## config.mk

```make
export PLATFORM = sky130hd
export DESIGN_NAME = alu_mc
export DESIGN_NICKNAME = d
export VERILOG_FILES = /design/src/rtl/alu_mc.sv
export SDC_FILE = /design/constraint.sdc
export NUM_CORES = 1
export LEC_CHECK = 0
export CORE_ASPECT_RATIO = 0.8
export CORE_MARGIN = 3
export CORE_UTILIZATION = 45
export CTS_BUF_LIST = sky130_fd_sc_hd__clkbuf_4 sky130_fd_sc_hd__clkbuf_8
export CTS_CLUSTER_DIAMETER = 200
export DETAILED_ROUTE_END_ITERATION = 6
export PLACE_DENSITY = 0.67
export SETUP_SLACK_MARGIN = 0.15
export SYNTH_ARGS = -nofsm -noshare
export SYNTH_HDL_FRONTEND = slang
export SYNTH_SLANG_ARGS = --single-unit
```

## constraint.sdc

```tcl
create_clock -name clk -period 4.45 [get_ports clk]
set_input_delay 1.335 -clock clk [delete_from_list [all_inputs] [get_ports clk]]
set_output_delay 1.335 -clock clk [all_outputs]
set_load 0.01 [all_outputs]
```

## src/rtl/alu_mc.sv

```systemverilog
// alu_mc: multi-cycle RV32I/RV64I register-register ALU.
// Non-shift ops finish one edge after accept. Shifts run on an iterative
// shifter that moves SHAMT_STEP bits per cycle.
// Ports:
//   clk, rst_n            clock, asynchronous active-low reset
//   in_valid / in_ready   operand/op bundle handshake (in_ready only in IDLE)
//   aluin1, aluin2        operands; aluin2[SHW-1:0] is the shift amount
//   funct3, funct7        RISC-V funct3 and funct7 bit 5
//   out_valid / out_ready result handshake
//   aluout, illegal       result and unsupported-op flag (qualified by out_valid)
module alu_mc #(
    parameter int XLEN       = 32,
    parameter int SHAMT_STEP = 1,
    parameter int SHW        = $clog2(XLEN)
) (
    input  logic            clk,
    input  logic            rst_n,
    input  logic            in_valid,
    output logic            in_ready,
    input  logic [XLEN-1:0] aluin1,
    input  logic [XLEN-1:0] aluin2,
    input  logic [2:0]      funct3,
    input  logic            funct7,
    output logic            out_valid,
    input  logic            out_ready,
    output logic [XLEN-1:0] aluout,
    output logic            illegal
);

    typedef enum logic [1:0] {IDLE, SHIFT, DONE} state_t;

    localparam logic [SHW:0] STEPW = (SHW+1)'(SHAMT_STEP);

    state_t          state, state_nx;
    logic [XLEN-1:0] sreg;
    logic [SHW-1:0]  cnt;
    logic            sh_left, sh_arith;

    logic            accept;
    logic [SHW-1:0]  shamt;
    logic [XLEN-1:0] res;
    logic            ill, is_shift;
    logic [SHW-1:0]  k, cnt_nx;
    logic [XLEN-1:0] shifted;

    assign accept = in_valid && in_ready;
    assign shamt  = aluin2[SHW-1:0];

    // Op decode on the live inputs; only used at the accept edge.
    always_comb begin
        res      = '0;
        ill      = 1'b0;
        is_shift = 1'b0;
        case ({funct7, funct3})
            4'b0000: res = aluin1 + aluin2;
            4'b1000: res = aluin1 - aluin2;
            4'b0010: res = {{(XLEN-1){1'b0}}, $signed(aluin1) < $signed(aluin2)};
            4'b0011: res = {{(XLEN-1){1'b0}}, aluin1 < aluin2};
            4'b0100: res = aluin1 ^ aluin2;
            4'b0110: res = aluin1 | aluin2;
            4'b0111: res = aluin1 & aluin2;
            4'b0001, 4'b0101, 4'b1101: begin
                is_shift = 1'b1;
                res      = aluin1;
            end
            default: ill = 1'b1;
        endcase
    end

    // One shifter step of min(SHAMT_STEP, cnt) bits. sreg keeps its sign
    // bit under SRA, so the arithmetic fill is always the original sign.
    always_comb begin
        k = ({1'b0, cnt} >= STEPW) ? STEPW[SHW-1:0] : cnt;
        cnt_nx = cnt - k;
        if (sh_left)
            shifted = sreg << k;
        else if (sh_arith)
            shifted = $signed(sreg) >>> k;
        else
            shifted = sreg >> k;
    end

    always_ff @(posedge clk or negedge rst_n) begin
        if (!rst_n)
            state <= IDLE;
        else
            state <= state_nx;
    end

    always_comb begin
        state_nx  = state;
        in_ready  = 1'b0;
        out_valid = 1'b0;
        case (state)
            IDLE: begin
                in_ready = 1'b1;
                if (accept)
                    state_nx = (is_shift && shamt != '0) ? SHIFT : DONE;
            end
            SHIFT: begin
                if (cnt_nx == '0)
                    state_nx = DONE;
            end
            DONE: begin
                out_valid = 1'b1;
                if (out_ready)
                    state_nx = IDLE;
            end
            default: state_nx = IDLE;
        endcase
    end

    // Shifting happens in sreg; aluout is only loaded on DONE entry so it
    // stays stable for the whole SHIFT phase.
    always_ff @(posedge clk or negedge rst_n) begin
        if (!rst_n) begin
            aluout   <= '0;
            illegal  <= 1'b0;
            sreg     <= '0;
            cnt      <= '0;
            sh_left  <= 1'b0;
            sh_arith <= 1'b0;
        end else begin
            case (state)
                IDLE: begin
                    if (accept) begin
                        illegal  <= ill;
                        sh_left  <= (funct3 == 3'b001);
                        sh_arith <= funct7;
                        if (is_shift && shamt != '0) begin
                            sreg <= aluin1;
                            cnt  <= shamt;
                        end else begin
                            aluout <= res;
                        end
                    end
                end
                SHIFT: begin
                    sreg <= shifted;
                    cnt  <= cnt_nx;
                    if (cnt_nx == '0)
                        aluout <= shifted;
                end
                default: ;
            endcase
        end
    end

endmodule

```

## Word level (Yosys, flattened, before mapping)

Cells that the tools add are included.

| cells by class | value |
|---|---|
| $add $sub $neg | 3 |
| multipliers | 0 |
| div/mod/pow operators | 0 |
| $lt $le $gt $ge | 3 |
| equal/unequal tests | 17 |
| shift-type cells | 3 |
| muxes and demuxes | 23 |
| bitwise operators | 3 |
| reduce and logical (&&, ||, !) cells | 13 |

Operators by type and width:

| cell | count |
|---|---|
| 32-bit case mux with 8 select lines | 1 |
| 32-bit 2-to-1 mux | 7 |
| 32-bit case mux with 2 select lines | 2 |
| 32-bit < comparator | 2 |
| 32-bit adder | 1 |
| 32-bit bitwise AND | 1 |
| 32-bit OR | 1 |
| 32-bit by 5-bit left shift with 32-bit output | 1 |
| 32-bit by 5-bit right shift with 32-bit output | 1 |
| 32-bit by 5-bit >>> shifter with 32-bit output | 1 |
| 32-bit subtractor | 1 |
| 32-bit XOR | 1 |
| 4-bit by 3-bit equality test with 1-bit output, second input constant | 4 |
| 5-bit 2-to-1 mux | 3 |
| 2-bit != test, second input constant | 5 |
| 5-bit case mux with 2 select lines | 1 |
| 10-bit OR reduction | 1 |
| 4-bit by 2-bit equality test with 1-bit output, second input constant | 2 |
| 4-bit equality test, second input constant | 2 |
| 2-bit 2-to-1 mux | 4 |
| 2-bit case mux with 3 select lines | 1 |
| 3-bit AND reduction | 2 |
| 5-bit by 1-bit >= comparator with 1-bit output, second input constant | 1 |
| 5-bit logical NOT | 1 |
| other kinds (14) | 18 |

| word-level totals | value |
|---|---|
| bits in registers | 74 |
| bits in latches | 0 |
| bits in writable memories | 0 |
| bits in read-only memories | 0 |
| input bits | 72 |
| output and inout port bits | 35 |
| word-level logic and storage cells | 72 |
| memories | 0 |

## Longest topological paths before layout

| logic depth | value |
|---|---|
| word-level depth | 7 |
| depth in mapped cells | 14 |
| depth with buffers taken out | 14 |

## Least setup slack after synthesis

No wires, ideal clock.

| timing | value |
|---|---|
| path kind | input port to flip-flop |
| start | input port aluin2[3] |
| end | register aluout[27] |
| library setup time | 0.126 ns |
| arrival | 3.699 ns |
| data required time | 4.324 ns |
| slack | 0.625 ns |
| stages on the path | 13 |
| buffers on the path | 1 |
| cell sequence | inv_1 ha_1 buf_6 nor2_2 a221o_1 a221o_1 a21oi_2 o221a_2 nor3_4 a41oi_2 nor2_1 o31a_1 a221o_1 |

| between the ends | value |
|---|---|
| word-level cells in the longest chain between the ends | 5 |
| elaborated cells on any way between the ends | 10 |
| classes of those cells | add/sub (2); eq/ne (1); mux (4); reduce/logical (3) |

Ends and longest elaborated chain:

| item | RTL line | source |
|---|---|---|
| start, declared | 21 | `input logic [XLEN-1:0] aluin2,` |
| 32-bit subtractor or 32-bit adder (tied branches) | 56, 55 |  |
| 32-bit case mux with 8 select lines | 54 | `case ({funct7, funct3})` |
| 32-bit 2-to-1 mux | 130 | `if (is_shift && shamt != '0) begin` |
| 32-bit 2-to-1 mux | 126 | `if (accept) begin` |
| 32-bit case mux with 2 select lines | 124 | `case (state)` |
| end signal, assigned | 134 | `aluout <= res;` |
| end signal, assigned | 142 | `aluout <= shifted;` |
| end, declared | 26 | `output logic [XLEN-1:0] aluout,` |

Several ways; a longest one is shown, not always the timed one. The select of a mux whose other input is x is not followed.
A chain may end at the register's enable or synchronous reset.

## Worst setup path after layout

| timing | value |
|---|---|
| start | input port aluin1[25] |
| end | register aluout[31] |

| between the ends | value |
|---|---|
| word-level cells in the longest chain between the ends | 5 |
| elaborated cells on any way between the ends | 6 |
| classes of those cells | add/sub (2); mux (4) |

Ends and longest elaborated chain:

| item | RTL line | source |
|---|---|---|
| start, declared | 20 | `input logic [XLEN-1:0] aluin1,` |
| 32-bit subtractor or 32-bit adder (tied branches) | 56, 55 |  |
| 32-bit case mux with 8 select lines (*) | 54 |  |
| 32-bit 2-to-1 mux (*) | 130 |  |
| 32-bit 2-to-1 mux (*) | 126 |  |
| 32-bit case mux with 2 select lines (*) | 124 |  |

Every way passes the cells marked *; elsewhere a longest branch is shown, timed or not. The select of a mux whose other input is x is not followed.

==> run metrics <==
DRC=19; Crit. End Element=flip-flop; crit-path cells=clkdlybuf4s50_1 -> inv_1 -> ha_1 -> clkinv_1 -> nor3_1 -> and3_1 -> nand2_1 -> a2111o_1 -> a21oi_1 -> a21oi_1 -> o31ai_1 -> a31o_1; Hold Path Stages=2; Most common cell on crit path=a21oi_1; Worst slew margin=0.314; Area contributors post-synth=dfrtp_1 20%, ha_1 14%, o21ai_0 5.7%; Nets=about 1700; setup violators final=0; first-pass GRT wire length=approximately 61 mm; Mapped Area=between 9000 and 10000 um2; clock sinks=74; slowest library cell on the worst path=clkdlybuf4s50_1; htree depth=3; pwr dens=between 300 and 400 nW/um2; Synth Register Bits=74; final slew viol count=0; DIE WIDTH=~170 um; post-layout util=0.605; fill count=1899; largest net degree at the start of global routing=75; initial DRC count=1462; vias in the first global route=10100; Hold Crit Start=aluout[3]$_DFFE_PN0P_; hpwl dp=31.6 mm; RSZ-0062 raised after global routing=yes; hold buffers post-CTS=0; die height=approximately 140 um; GPL Wtd Cong=~1; number of synthesized flops with an enable pin=0; main combinational cell family by area after synthesis=compound AO/OA/AOI/OAI gates; Critical Path RT=4.76 ns; first drt pass iteration count=7; Num CTS Buffers=9; Reg clk slew, reported paths=around 0.08 ns; Mean Syn Cell Area=between 7 and 8 um2; post-synthesis adder-cell area fraction=0.142; synthesis warning total=0; ys flop type=dfrtp_1; setup ws final=0.204 ns; sequential share of the synthesized area=0.196; hold endpoint=aluout[3]$_DFFE_PN0P_; worst min path class=reg2reg; CTS root buf=clkbuf_8; layout cells sized above 1=0.179; final std cell area, no fill=about 12000 um2; Initial Utilization=0.468; GR Overflow Total=0; worst reg-to-reg path cell count=11; vias post-DR=approximately 11000; failing checks=DRC; syn nets=about 1400; worst skew pair latency=0.38 ns; mux share of post-synthesis cell area=0.0588; ys async rst share=1.00; routed len/inst=approximately 23 um; f_max=0.235 GHz; Max VDD drop=between 0.4 and 0.5 mV; Leak=about 5.5 nW; Placeable Area=between 20000 and 25000 um2; antenna-violating nets left=0; Crit Path Class=in2reg; Worst Path Max Fanout=2; outcome=finished, violations left; Post-Route Skew=around 0.012 ns; number of max-cap violations=0; area leader, netlist=dfrtp_1; slowest stage delay, CP=between 0.6 and 0.7 ns; Final Hold Viols=0; worst r2r dst=aluout[23]$_DFFE_PN0P_; R2R Setup Slk=roughly 1.3 ns; pre-CTS setup slack=-0.397 ns; Ports=107; Syn Inst Count=1251; worst hold margin=around 0.48 ns; Final min period=about 4.2 ns; antenna violations before repair=1; via-per-instance ratio=6.27; final period utilization=0.954; Area Overhead vs Synth=29.4%; Synth Area in Simple Gates=0.172; share of the synthesized area in the top cell type=0.196; xor/xnor share of the synthesized area=0.00464; CTS tree=built; Die Area=between 20000 and 25000 um2; WP data arrival=about 4.6 ns; Cell Area, Placed=about 12000 um2; total wire length=a little over 40 mm; gr usage total=0.346; Row Count=46; IO Port Bufs=106; post-route setup TNS=0 ns; Max clock buf depth=2; Netlist cell types=between 90 and 100; post-synthesis compound-gate area fraction=0.335; reg-to-reg startpoint=cnt[1]$_DFFE_PN0P_; Slew @ Worst Pin=approximately 1.0 ns; Startpoint Class=primary input
[kinds of logic (layout without fill, tap and decap cells)]
kind of cell	Yosys count	in the layout
and+or+nand+nor	356	356
buffers and inverters	186	412
other	0	1
xor gates and xnor gates	5	5
DFF	74	74
muxes	54	54
AOI/OAI and AO/OA	470	470
adders and majority gates	106	106
[per-layer routing]
layer / vias up / GRT usage / wire length [um]
li1: 5024 / - / -
met1: 5156 / 0.521 / 18500
met2: 667 / 0.460 / 15400
met3: 78 / 0.130 / 5710
met4: 2 / 0.0818 / 955
met5: - / 0 / 13
[synthesized netlist by cell type (16+ instances only)]
cell and instances:
a211oi_1 20, a21o_1 16, a21oi_1 104, a221oi_1 33, a31oi_1 19, clkbuf_1 51, dfrtp_1 74, ha_1 104
inv_1 102, mux2i_1 42, nand2_1 108, nor2_1 136, nor3_1 23, o211ai_1 19, o21ai_0 107, o21bai_1 18
o22ai_1 17
[metrics by stage]
| stage | total power (W) | cells |
|---|---|---|
| after floorplan | 0.00267 | 1251 |
| after global placement | 0.00377 | 1724 |
| after detailed placement | 0.00379 | 1724 |
| after CTS | 0.00437 | 1740 |
| after global routing | 0.00474 | 1741 |
| final | 0.00447 | 1742 |
[timing repair]
item	4_1_cts	5_1_grt
gates resized for setup	4	33
endpoints found under the setup margin	8	22
pin swaps	1	9
gates cloned	0	0
buffers inserted	0	1
hold endpoints to repair	0	0
[cell usage in the layout, fill, tap and decap left out, types with 22 or more instances in the layout]
cell type / Yosys / final
buf_4: 3 / 183
o21ai_0: 107 / 104
ha_1: 104 / 101
inv_1: 102 / 102
mux2i_1: 42 / 42
dfrtp_1: 74 / 74
nor2_1: 136 / 135
nor3_1: 23 / 22
a21oi_1: 104 / 97
nand2_1: 108 / 108
clkdlybuf4s50_1: 0 / 100
a221oi_1: 33 / 31
[worst max-delay path: cells and delay by family]
family / cells / cell delay (ns)
AND/OR/NAND/NOR: 3 / 0.87
buffers and inverters: 3 / 0.81
adder cells (fa/ha/maj): 1 / 0.31
AO/OA/AOI/OAI: 5 / 1.22
[worst max path at each step]
stage,from,end,slack (ns),cells past startpoint
after floorplan,aluin2[3],aluout[27]$_DFFE_PN0P_,0.63,13
after global placement,aluin1[0],aluout[20]$_DFFE_PN0P_,-0.33,17
after detailed placement,aluin1[0],aluout[20]$_DFFE_PN0P_,-0.40,17
after CTS,aluin2[0],aluout[20]$_DFFE_PN0P_,0.14,16
after global routing,aluin2[6],aluout[24]$_DFFE_PN0P_,0.1,14
final,aluin1[25],aluout[31]$_DFFE_PN0P_,0.20,12
[flip-flops by register name (all words and copies together), names as in the netlist]
| register | count |
|---|---|
| aluout | 32 |
| sreg | 32 |
| cnt | 5 |
| state | 2 |
| illegal | 1 |
| sh_arith | 1 |
| sh_left | 1 |
[layout make-up]
class	count	area (um2)	area share
timing repair buffer	293	2530	0.207
sequential	74	1850	0.152
multi-input combinational	991	6910	0.566
inverter	103	387	0.0316
clock buffer	11	151	0.0124
antenna	1	2.50	0.000205
clock inverter	5	52.6	0.00430
tap	264	330	0.0270
[power breakdown]
| group | leakage [nW] | internal, W | switching [W] | total, W |
|---|---|---|---|---|
| clock network | 0.105 | 0.000287 | 0.000287 | 0.000574 |
| logic | 4.53 | 0.00118 | 0.00140 | 0.00258 |
| registers | 0.882 | 0.000985 | 0.000327 | 0.00131 |
| total | 5.52 | 0.00245 | 0.00201 | 0.00447 |
(Power assumes the default switching activity.)
